## src/rtl/time_sender_pkg.sv

```systemverilog
// Shared constants and types for the time-to-ASCII frame sender.
package time_sender_pkg;

   localparam logic [7:0] ZERO = 8'h30;
   localparam logic [7:0] CR   = 8'h0D;
   localparam logic [7:0] LF   = 8'h0A;

   localparam int FRAME_LEN_BASE = 11;
   localparam int FRAME_LEN_CRLF = 13;

   localparam int IDX_W = 4;

   typedef enum logic {
      IDLE,
      SEND
   } state_e;

endpackage

```

## src/rtl/bcd_to_ascii.sv

```systemverilog
// Combinational BCD nibble to ASCII digit; non-decimal nibbles map to BAD_CHAR.
module bcd_to_ascii
   import time_sender_pkg::*;
#(
   parameter logic [7:0] BAD_CHAR = 8'h3F
) (
   input  logic [3:0] i_nibble,
   output logic [7:0] o_ascii
);

   assign o_ascii = (i_nibble <= 4'd9) ? (ZERO + {4'h0, i_nibble}) : BAD_CHAR;

endmodule

```

## src/rtl/time_ascii_sender.sv

```systemverilog
// Snapshots a packed BCD time word on request and streams it as "HH:MM:SS.CC"
// over a valid/ready byte interface. Define TIME_ASCII_SENDER_CRLF_EN to append CR LF.
module time_ascii_sender
   import time_sender_pkg::*;
#(
   parameter logic [7:0] SEP_HM   = 8'h3A,
   parameter logic [7:0] SEP_MS   = 8'h3A,
   parameter logic [7:0] SEP_SC   = 8'h2E,
   parameter logic [7:0] BAD_CHAR = 8'h3F
) (
   input  logic        clk,
   input  logic        rst,
   input  logic        i_trig,
   input  logic [31:0] i_bcd_time,
   output logic [7:0]  o_tx_data,
   output logic        o_tx_valid,
   input  logic        i_tx_ready,
   output logic        o_busy,
   output logic        o_done
);

`ifdef TIME_ASCII_SENDER_CRLF_EN
   localparam int FRAME_LEN = FRAME_LEN_CRLF;
`else
   localparam int FRAME_LEN = FRAME_LEN_BASE;
`endif
   localparam logic [IDX_W-1:0] LAST_IDX = IDX_W'(FRAME_LEN - 1);

   state_e            state_q, state_d;
   logic [IDX_W-1:0]  idx_q, idx_d;
   logic [31:0]       snap_q, snap_d;
   logic [7:0]        tx_data_q, tx_data_d;
   logic              tx_valid_q, tx_valid_d;
   logic              busy_q, busy_d;
   logic              done_q, done_d;

   logic [31:0]       load_word;
   logic [IDX_W-1:0]  load_idx;
   logic [3:0]        nibble;
   logic [7:0]        digit_ascii;
   logic [7:0]        next_byte;

   // The byte about to be registered: byte 0 of the live word on a trigger,
   // otherwise the byte after the current one from the snapshot.
   always_comb begin
      load_word = (state_q == IDLE) ? i_bcd_time : snap_q;
      load_idx  = (state_q == IDLE) ? '0 : idx_q + IDX_W'(1);

      // NOTE: every combinational output gets a default first so no path leaves it unassigned (no latch).
      nibble = 4'h0;
      case (load_idx)
         4'd0:    nibble = load_word[31:28];
         4'd1:    nibble = load_word[27:24];
         4'd3:    nibble = load_word[23:20];
         4'd4:    nibble = load_word[19:16];
         4'd6:    nibble = load_word[15:12];
         4'd7:    nibble = load_word[11:8];
         4'd9:    nibble = load_word[7:4];
         4'd10:   nibble = load_word[3:0];
         default: ;
      endcase
   end

   bcd_to_ascii #(
      .BAD_CHAR (BAD_CHAR)
   ) u_bcd_to_ascii (
      .i_nibble (nibble),
      .o_ascii  (digit_ascii)
   );

   always_comb begin
      next_byte = digit_ascii;
      case (load_idx)
         4'd2:    next_byte = SEP_HM;
         4'd5:    next_byte = SEP_MS;
         4'd8:    next_byte = SEP_SC;
`ifdef TIME_ASCII_SENDER_CRLF_EN
         4'd11:   next_byte = CR;
         4'd12:   next_byte = LF;
`endif
         default: ;
      endcase
   end

   always_comb begin
      state_d    = state_q;
      idx_d      = idx_q;
      snap_d     = snap_q;
      tx_data_d  = tx_data_q;
      tx_valid_d = tx_valid_q;
      busy_d     = busy_q;
      done_d     = 1'b0;

      case (state_q)
         IDLE: begin
            if (i_trig) begin
               snap_d     = i_bcd_time;
               idx_d      = '0;
               tx_data_d  = next_byte;
               tx_valid_d = 1'b1;
               busy_d     = 1'b1;
               state_d    = SEND;
            end
         end
         SEND: begin
            // Triggers are not looked at here, so they are dropped rather than queued.
            if (tx_valid_q && i_tx_ready) begin
               if (idx_q == LAST_IDX) begin
                  tx_valid_d = 1'b0;
                  busy_d     = 1'b0;
                  done_d     = 1'b1;
                  state_d    = IDLE;
               end else begin
                  idx_d     = idx_q + IDX_W'(1);
                  tx_data_d = next_byte;
               end
            end
         end
         default: state_d = IDLE;
      endcase
   end

   // NOTE: sequential state uses non-blocking assignments so every flop samples pre-edge values.
   always_ff @(posedge clk or posedge rst) begin
      if (rst) begin
         state_q    <= IDLE;
         idx_q      <= '0;
         snap_q     <= '0;
         tx_data_q  <= 8'h00;
         tx_valid_q <= 1'b0;
         busy_q     <= 1'b0;
         done_q     <= 1'b0;
      end else begin
         state_q    <= state_d;
         idx_q      <= idx_d;
         snap_q     <= snap_d;
         tx_data_q  <= tx_data_d;
         tx_valid_q <= tx_valid_d;
         busy_q     <= busy_d;
         done_q     <= done_d;
      end
   end

   assign o_tx_data  = tx_data_q;
   assign o_tx_valid = tx_valid_q;
   assign o_busy     = busy_q;
   assign o_done     = done_q;

endmodule
```

## config.mk

```make
export PLATFORM = sky130hd
export DESIGN_NAME = time_ascii_sender
export DESIGN_NICKNAME = d
export VERILOG_FILES = /design/src/rtl/time_sender_pkg.sv /design/src/rtl/bcd_to_ascii.sv /design/src/rtl/time_ascii_sender.sv
export SDC_FILE = /design/constraint.sdc
export NUM_CORES = 1
export LEC_CHECK = 0
export BUFFER_PORTS_ARGS = -buffer_cell sky130_fd_sc_hd__buf_2
export CAP_MARGIN = 20
export CORE_UTILIZATION = 45
export DETAILED_ROUTE_END_ITERATION = 12
export PLACE_DENSITY = 0.67
export SYNTH_ARGS = -nofsm -noshare
export SYNTH_HDL_FRONTEND = slang
export SYNTH_SLANG_ARGS = --single-unit
```

## constraint.sdc

```tcl
create_clock -name clk -period 3.1 [get_ports clk]
set_input_delay 0.62 -clock clk [delete_from_list [all_inputs] [get_ports clk]]
set_output_delay 0.62 -clock clk [all_outputs]
set_load 0.02 [all_outputs]
```

==> impl_metrics.yaml <==
status:
  status: "complete, no violations"
timing:
  final.setup.tns_ps: 0
  max-slew-margin-rel_pct: 48.5
  slew_violations: 0
  fin_skew_ps: 8.48
  tightest_slew_ps: 768
  hold_viol: 0
  worst_hold_slack_ps: 359
  grt_setup_unrepaired: "false"
  finalSetupViolCount: 0
  period_share_pct: 83.9
  fmax_mhz: 385
  period_minus_slack_ps: 2600
final_layout:
  area_growth_pct: 16.2
  layout-drive-gt1-share_pct: 40.7
  diodes: 0
  final_util_pct: 55.5
  finalNetCount: 280
yosys:
  synthTopCellsByArea: "dfrtp_1 49%, mux2_2 16%, mux2i_1 3.5%"
  synth_edf_count: 0
  synth_cell_types: 53
  synth_common_cells: "45 x dfrtp_1, 32 x mux2_2, 11 x nand2_1"
  yosys.area.top_type: "dfrtp_1"
  ys_warn_count: 0
  syn_area_per_cell_sq_um: 11.5
  synthCells: 201
  synth_top_area_share_pct: 48.6
  synthArstFlopShare_pct: 100
  ys_ff_latch: 45
  seq_area_frac_synth_pct: 48.6
  syn_area_sq_um: 2310
  yosys.cell_count.top_type: "dfrtp_1"
  ys.flop_type: "dfrtp_1"
routing:
  drc: 0
  post_drt_via_cell_ratio: 5.32
  postRouteWirelength_mm: 4.53
  drt_iter0_drc: 124
  ant_nets: 0
  vias: 1649
  first_pass_iters: 4
  wire_per_inst_microns: 14.6
power_and_ir_drop:
  seq_power_share_pct: 36.8
  p_comb_share_pct: 47.5
  p_int_uw: 1790
  pwr-share-clk_pct: 15.7
  p_sw_share_pct: 38.5
  max-vdd-ir-drop_mv: 0.529
  p_leak_uw: 0.00119
  power_density_nw_per_um2: 1080
  switchingPower_uw: 1120
grt:
  grt_pass1_wl_mm: 7.90
  grt_pass1_vias: 1609
  antenna_found_initial: 0
  grt_max_degree: 26
  track_usage_pct: 19.5
  overflow: 0
setup_path:
  cp_top_family: "compound AO/OA/AOI/OAI gates"
  start_kind: "flop"
  crit_type: "flop to flop"
  path_max_fanout: 14
  worstPathCellList: "inv_1 > ha_1 > nor2b_1 > a22o_1 > o211ai_1 > o211ai_1 > a21oi_1 > a21oi_1"
  required_ps: 3320
  end_kind: "flop"
  cp.buffers_inverters: 1
  crit_path_top_delay_cell: "ha_1"
  cp_slowest_stage_delay_ps: 660
  crit_arrival_ps: 2820
clocking:
  clkSinkCount: 45
  cts_tree: "built"
  hold_buffers: 0
  post_cts_buffers: 0
  numCtsBuffers: 5
  h-tree-depth: 2
  cts_buffer_depth: 2
  clk_latency_ps: 290
  clockRootBuffer: "clkbuf_8"
  cts_resized: 0
  cts.clk_slew.worst_paths_ps: 90
place:
  gp_congestion: 0.884
  io_buffers: 44
  hpwl_mm: 3.41
die:
  pin_count: 47
  design.core.area_sq_um: 4850
  die_y_microns: 73.7
  die_width_microns: 73.7
  rows: 25
  initial_core_util_pct: 47.7
  dieArea_sq_um: 5430
job:
  drv_cap: 0
worst_hold_path:
  worstHoldPathType: "input port to asynchronous set/reset pin"
==> layer usage <==
layer | up-vias | global-route usage [%] | part of all wire, %
met5 | - | 0 | 0
met4 | 0 | 6.84 | 1.5
met3 | 6 | 4.94 | 3.7
met2 | 45 | 28.1 | 45
met1 | 772 | 28.2 | 49
li1 | 826 | - | -
==> power by group through the flow <==
stage / Combinational, uW / Clock [uW] / Sequential [uW]
after floorplan: 1130 / 0 / 1030
after global placement: 1360 / 0 / 1090
after detailed placement: 1380 / 0 / 1090
after CTS: 1390 / 464 / 1070
after global routing: 1550 / 491 / 1120
final: 1380 / 455 / 1070
==> worst reg2reg max path: cells and delay by family, from the launching register on <==
family                     cells  cell delay [ps]
AOI/OAI and AO/OA              5              790
adders and majority gates      1              660
DFF                            1              550
and+or+nand+nor                1              380
buffers and inverters          1              160
==> final cells by class <==
type | count | area (sq um)
Fill cell | 440 | 2160
Sequential cell | 45 | 1130
Multi-Input combinational cell | 137 | 1090
Timing Repair Buffer | 48 | 250
Clock buffer | 7 | 86.3
Tap cell | 67 | 83.8
Clock inverter | 1 | 30.0
Inverter | 5 | 18.8
==> worst paths after layout <==
| path | start | to | slack (ps) | depth (start not counted) |
|---|---|---|---|---|
| max | idx_q[0] | o_tx_data[1] | 500 | 8 |
| min | rst | idx_q[1] | 360 | 2 |
| max reg2reg | idx_q[0] | o_tx_data[1] | 500 | 8 |
| min reg2reg | o_tx_data[5] | o_tx_data[5] | 470 | 1 |
| max in group asynchronous | rst | snap_q[27] | 2020 | 3 |
| min in group clk | o_tx_data[5] | o_tx_data[5] | 470 | 1 |
==> sequential cells by signal (all words and copies together), names as in the netlist <==
signal / flops
snap_q: 32
o_tx_data: 6
state_q: 1
idx_q: 4
o_busy: 1
o_done: 1
==> stage by stage <==
stage / area, sq um / power [uW] / setup WS [ps] / std cells
final: 2690 / 2910 / 500 / 310
after global placement: 2570 / 2440 / 643 / 302
after detailed placement: 2570 / 2470 / 525 / 302
after CTS: 2690 / 2930 / 485 / 310
after global routing: 2690 / 3160 / 198 / 310
after floorplan: 2320 / 2170 / 811 / 202
==> cells in the final DEF, fill, tap and decap left out, types with 3 or more instances in the layout <==
cell type	instances
clkbuf_8	6
a22o_1	3
mux2_2	32
buf_2	44
buf_4	4
dfrtp_1	45
a21oi_1	3
o21ai_0	7
nand3_1	5
inv_1	3
nor2_1	9
nand2_1	11
o2bb2ai_1	6
mux2i_1	8
o211ai_1	5
==> logic make-up (layout without fill, tap and decap cells) <==
family | after synthesis | after routing | share of synthesized area (%)
buf+inv | 20 | 61 | 4.38
xor+xnor | 1 | 1 | 0.378
fa+ha+maj | 2 | 2 | 1.08
other cells | 1 | 2 | 0.162
simple gates | 47 | 47 | 11.2
flops | 45 | 45 | 48.6
mux | 40 | 40 | 19.0
compound gates | 45 | 45 | 15.1
No activity file was read; power rests on OpenSTA's default activity.
